### config.mk
export PLATFORM = sky130hd
export DESIGN_NAME = uart_tx_serializer
export DESIGN_NICKNAME = d
export VERILOG_FILES = /design/src/rtl/uart_tx_serializer.sv
export SDC_FILE = /design/constraint.sdc
export NUM_CORES = 1
export LEC_CHECK = 0
export ABC_AREA = 0
export CAP_MARGIN = 15
export CORE_MARGIN = 4
export CORE_UTILIZATION = 45
export DETAILED_ROUTE_END_ITERATION = 10
export PLACE_DENSITY_LB_ADDON = 0.08
export SETUP_SLACK_MARGIN = 0.1
export SYNTH_ARGS = -nofsm -noshare
export SYNTH_HDL_FRONTEND = slang
export SYNTH_SLANG_ARGS = --single-unit
### constraint.sdc
create_clock -name clk_i -period 1.85 [get_ports clk_i]
set_input_delay 0.2775 -clock clk_i [delete_from_list [all_inputs] [get_ports clk_i]]
set_output_delay 0.2775 -clock clk_i [all_outputs]
set_load 0.05 [all_outputs]
### src/rtl/uart_tx_serializer.sv
// UART transmit engine: pops one character from the TX FIFO and serialises it
// as start / data (LSB first) / optional parity / stop bits at a programmable rate.
module uart_tx_serializer #(
  parameter int DATA_WIDTH = 8,
  parameter int DIV_WIDTH  = 16
) (
  input  logic                  clk_i,
  input  logic                  rstn_i,
  input  logic                  cfg_en_i,
  input  logic [DIV_WIDTH-1:0]  cfg_div_i,
  input  logic [1:0]            cfg_bits_i,
  input  logic                  cfg_parity_en_i,
  input  logic                  cfg_parity_odd_i,
  input  logic                  cfg_stop2_i,
  input  logic [DATA_WIDTH-1:0] tx_data_i,
  input  logic                  tx_valid_i,
  output logic                  tx_ready_o,
  output logic                  tx_o,
  output logic                  busy_o
);

  typedef enum logic [2:0] {
    IDLE   = 3'd0,
    START  = 3'd1,
    DATA   = 3'd2,
    PARITY = 3'd3,
    STOP   = 3'd4
  } state_e;

  state_e                state_q, state_d;
  logic [DIV_WIDTH-1:0]  baud_q, baud_d;
  logic [2:0]            bit_q, bit_d;
  logic [DATA_WIDTH-1:0] shift_q, shift_d;
  logic                  par_q, par_d;
  logic [DIV_WIDTH-1:0]  div_q, div_d;
  logic [1:0]            bits_q, bits_d;
  logic                  par_en_q, par_en_d;
  logic                  par_odd_q, par_odd_d;
  logic                  stop2_q, stop2_d;

  logic                  bit_end;
  logic                  last_data;

  // Frame format is held in the *_q copies so register writes mid-frame are harmless.
  assign bit_end   = (baud_q == div_q);
  assign last_data = (bit_q == ({1'b0, bits_q} + 3'd4));

  always_ff @(posedge clk_i or negedge rstn_i) begin
    if (!rstn_i) begin
      state_q   <= IDLE;
      baud_q    <= '0;
      bit_q     <= '0;
      shift_q   <= '0;
      par_q     <= 1'b0;
      div_q     <= '0;
      bits_q    <= '0;
      par_en_q  <= 1'b0;
      par_odd_q <= 1'b0;
      stop2_q   <= 1'b0;
    end else begin
      state_q   <= state_d;
      baud_q    <= baud_d;
      bit_q     <= bit_d;
      shift_q   <= shift_d;
      par_q     <= par_d;
      div_q     <= div_d;
      bits_q    <= bits_d;
      par_en_q  <= par_en_d;
      par_odd_q <= par_odd_d;
      stop2_q   <= stop2_d;
    end
  end

  always_comb begin
    state_d    = state_q;
    baud_d     = baud_q;
    bit_d      = bit_q;
    shift_d    = shift_q;
    par_d      = par_q;
    div_d      = div_q;
    bits_d     = bits_q;
    par_en_d   = par_en_q;
    par_odd_d  = par_odd_q;
    stop2_d    = stop2_q;
    tx_ready_o = 1'b0;
    tx_o       = 1'b1;
    busy_o     = 1'b0;

    case (state_q)
      IDLE: begin
        tx_ready_o = cfg_en_i & rstn_i;
        if (cfg_en_i && tx_valid_i) begin
          state_d   = START;
          baud_d    = '0;
          bit_d     = '0;
          par_d     = 1'b0;
          shift_d   = tx_data_i;
          div_d     = cfg_div_i;
          bits_d    = cfg_bits_i;
          par_en_d  = cfg_parity_en_i;
          par_odd_d = cfg_parity_odd_i;
          stop2_d   = cfg_stop2_i;
        end
      end

      START: begin
        tx_o   = 1'b0;
        busy_o = 1'b1;
        if (bit_end) begin
          state_d = DATA;
          baud_d  = '0;
          bit_d   = '0;
        end else begin
          baud_d = baud_q + 1'b1;
        end
      end

      // Parity accumulates only the bits actually sent, so unused upper bits never leak in.
      DATA: begin
        tx_o   = shift_q[0];
        busy_o = 1'b1;
        if (bit_end) begin
          baud_d  = '0;
          shift_d = shift_q >> 1;
          par_d   = par_q ^ shift_q[0];
          if (last_data) begin
            bit_d   = '0;
            state_d = par_en_q ? PARITY : STOP;
          end else begin
            bit_d = bit_q + 3'd1;
          end
        end else begin
          baud_d = baud_q + 1'b1;
        end
      end

      PARITY: begin
        tx_o   = par_q ^ par_odd_q;
        busy_o = 1'b1;
        if (bit_end) begin
          state_d = STOP;
          baud_d  = '0;
          bit_d   = '0;
        end else begin
          baud_d = baud_q + 1'b1;
        end
      end

      STOP: begin
        tx_o   = 1'b1;
        busy_o = 1'b1;
        if (bit_end) begin
          baud_d = '0;
          if (stop2_q && (bit_q == 3'd0)) begin
            bit_d = 3'd1;
          end else begin
            bit_d   = '0;
            state_d = IDLE;
          end
        end else begin
          baud_d = baud_q + 1'b1;
        end
      end

      default: begin
        state_d = IDLE;
      end
    endcase
  end

endmodule

==> metrics.md <==
| Metric | Value |
|---|---|
| Critical path arrival | `between 2 and 2.5 ns` |
| CTS tree | `yes` |
| Fin. max-slew vios | `0` |
| Detailed Route WL | `~5900 um` |
| Worst Hold Class | `input port to async pin` |
| Number of global-route vias before repair | `between 2000 and 2500` |
| Slew margin rel. | `0.563` |
| Num rows | `27` |
| DRT antenna net count | `0` |
| First-pass iteration count of the detailed router | `4` |
| Clk sink count | `52` |
| Critical path class | `flip-flop to flip-flop` |
| Clock Pin Slew Worst Setup and Hold Paths | `around 0.090 ns` |
| CTS buffer count | `5` |
| Initial DRC count | `120` |
| Slowest CP cell | `dfrtp_1` |
| Synth Area per Inst | `~11 um2` |
| Post-DP HPWL | `4210 um` |
| Register Area | `about 1300 um2` |
| Reg-to-reg startpoint | `baud_q[5]$_DFFE_PN0P_` |
| Buf/Inv on CP | `4` |
| Die width | `approximately 85 um` |
| Synth async-reset ratio | `1.00` |
| Nets | `356` |
| Synth top area cells | `dfrtp_1, xor2_1, mux2_2` |
| Yosys top cell by area | `dfrtp_1` |
| Crit-path leading delay family | `buffers and inverters` |
| Power density over the cells | `1120 nW/um2` |
| Grt ovf | `0` |
| Fillers | `between 400 and 500` |
| Area after DPL | `~3400 um2` |
| Post-Syn Instances | `about 240` |
| H-Tree Depth | `2` |
| Maximum vdd drop | `approximately 0.6 mV` |
| Routed len/inst | `roughly 15 um` |
| Setup Skew | `approximately 0.0067 ns` |
| Ratio of cells with drive above 1 in the final layout | `0.305` |
| Yosys warnings | `0` |
| Sequential area share after synthesis | `0.489` |
| CP Cell Sequence | `xor2_1 -> nor4_2 -> buf_4 -> nand4_1 -> buf_6 -> buf_6 -> nor2_4 -> buf_6 -> a221o_1` |
| Die Area | `7200 um2` |
| Worst-Margin Slew | `roughly 0.66 ns` |
| Synthesized cell area | `approximately 2700 um2` |
| Post-synth top cells | `dfrtp_1, xor2_1, nor2_1` |
| Crit-path max cell delay | `slightly above 0.4 ns` |
| Tcrit/Tclk final | `1.02` |
| Final hold viol count | `0` |
| Element type at the critical path start | `flip-flop` |
| Pin count of the biggest net entering global routing | `between 50 and 60` |
| Final worst slack | `-0.0416 ns` |
| Overall routing resource usage | `0.176` |
| Clk_lat worst skew | `0.30 ns` |
| Met2 routed WL | `2590 um` |
| Failing checks | `negative setup slack` |
| Worst setup startpoint | `baud_q[5]$_DFFE_PN0P_` |
| Fin crit period | `1.89 ns` |
| # DRC | `0` |
| DR vias/cell | `5.25` |
| Total number of vias | `just over 2000` |
| CTS hold repair buffers | `0` |
| Cell repeated most along the worst path | `buf_6` |
| I/O Pins | `36` |
| Area of the multi-input gates | `1380 um2` |
| Antenna Diode Count | `0` |
| Top Layer Used | `met4` |
| Leakage | `0.00175 uW` |
| Final Cell Area | `between 3000 and 4000 um2` |
| Required @ worst endpoint | `about 2.1 ns` |
| Port Buffers | `35` |
| Post-synth EDFFs | `0` |
| FF-to-FF End | `shift_q[0]$_DFFE_PN0P_` |
| R2R Setup Slk | `-0.04 ns` |
| CP endpoint | `shift_q[0]$_DFFE_PN0P_` |
| Max Cap Viol | `0` |
| Number of register bits inferred by synthesis | `52` |
| Post-Route M1 WL | `around 2900 um` |
| Overall power | `about 4100 uW` |
| Crit. End Element | `flip-flop` |
| Status | `complete, but fails checks` |
| Antenna violations before repair | `0` |
| Layout Utilization | `0.652` |
| Area fraction of the dominant cell type after synthesis | `0.489` |
| Met3 wire len | `between 300 and 400 um` |
| P&R area growth vs syn | `37.6%` |
| GP Congestion | `approximately 0.83` |
| Die height | `84.9 um` |
| Most used DFF post-synth | `dfrtp_1` |
| Clock Tree Buf Depth | `2` |
| Core area | `around 5600 um2` |
| Final setup violation count | `16` |
| Root Driver | `clkbuf_8` |
| Reg2Reg Depth | `9` |
| Setup TNS | `-0.343 ns` |
| First-pass GRT wire length | `around 10000 um` |
| Syn Nets | `~280` |
| RSZ-0062 raised after global routing | `yes` |
| Cell with the most instances after synthesis | `dfrtp_1` |
| Critical path depth in cells | `9` |
| Starting Density | `0.474` |
| Netlist cell types | `44` |
| Fmax | `529 MHz` |
| Max FO, Critical Path | `7` |
cell type report:
type	count	area share
multi-input cells	172	0.377
repair buffers	83	0.212
flip-flops and latches	52	0.356
well taps	72	0.0246
clock buffers	8	0.0246
inverters	6	0.00616
power by group:
| group | switching, uW | internal (uW) |
|---|---|---|
| Clock | 375 | 306 |
| Combinational | 721 | 898 |
| Sequential | 295 | 1510 |
what timing repair did:
item | CTS | global route
pin swaps | 11 | 1
resized for setup | 23 | 3
setup buffers | 2 | 0
setup endpoints to repair | 32 | 33
gates cloned | 1 | 0
routing by layer:
metal,track usage,vias to the layer above
met4,0.0432,0
met3,0.0330,7
met1,0.271,985
li1,-,1026
met2,0.256,46
met5,0,-
kinds of logic after synthesis:
kind of cell    count (synthesis)  share of synthesized area
simple gates                   75                      0.150
flops                          52                      0.489
compound gates                 39                      0.119
xor+xnor                       31                      0.102
mux                            24                      0.100
buf+inv                        15                     0.0249
fa+ha+maj                       3                     0.0141
cells in the final DEF (no fill, tap or decap), types with 2 or more instances in the layout:
cell / count
nand2_1: 12
xnor2_1: 3
nor4_2: 2
nor2_4: 2
buf_12: 4
nand3_1: 8
nor2_1: 24
nor3_2: 2
inv_1: 6
o21ai_1: 2
dfrtp_1: 52
clkdlybuf4s50_1: 31
a22oi_1: 8
nor3_4: 2
ha_1: 3
a21oi_1: 2
clkbuf_8: 6
mux2i_1: 3
xor2_1: 28
buf_6: 7
clkbuf_1: 2
nand4b_1: 2
nand4_1: 4
buf_4: 40
a221o_1: 7
nor4_1: 3
and3_1: 6
mux2_2: 21
a31oi_1: 2
worst min path at each step:
stage                 startpoint                     end  slack (ns)  depth (start not counted)
2_1_floorplan             rstn_i   baud_q[0]$_DFFE_PN0P_       -0.02                          0
3_3_place_gp   par_q$_DFFE_PN0P_       par_q$_DFFE_PN0P_        0.50                          1
3_5_place_dp              rstn_i   div_q[15]$_DFFE_PN0P_        0.50                          2
4_1_cts                   rstn_i   div_q[12]$_DFFE_PN0P_        0.17                          2
5_1_grt                   rstn_i  baud_q[15]$_DFFE_PN0P_        0.20                          2
6_report                  rstn_i   div_q[15]$_DFFE_PN0P_        0.12                          2
through the flow:
step / cells / worst slack [ns] / hold slack, ns
3_5_place_dp: 382 / -0.116 / 0.500
4_1_cts: 393 / -0.0728 / 0.168
5_1_grt: 393 / -0.185 / 0.198
2_1_floorplan: 239 / 0.101 / -0.0181
3_3_place_gp: 382 / -0.0950 / 0.502
6_report: 393 / -0.0416 / 0.120
sequential cells by signal (all words and copies together) (netlist names), 2 cells and up:
signal / cells
baud_q: 16
div_q: 16
shift_q: 8
bit_q: 3
state_q: 3
bits_q: 2
No activity file was read; power rests on OpenSTA's default activity.
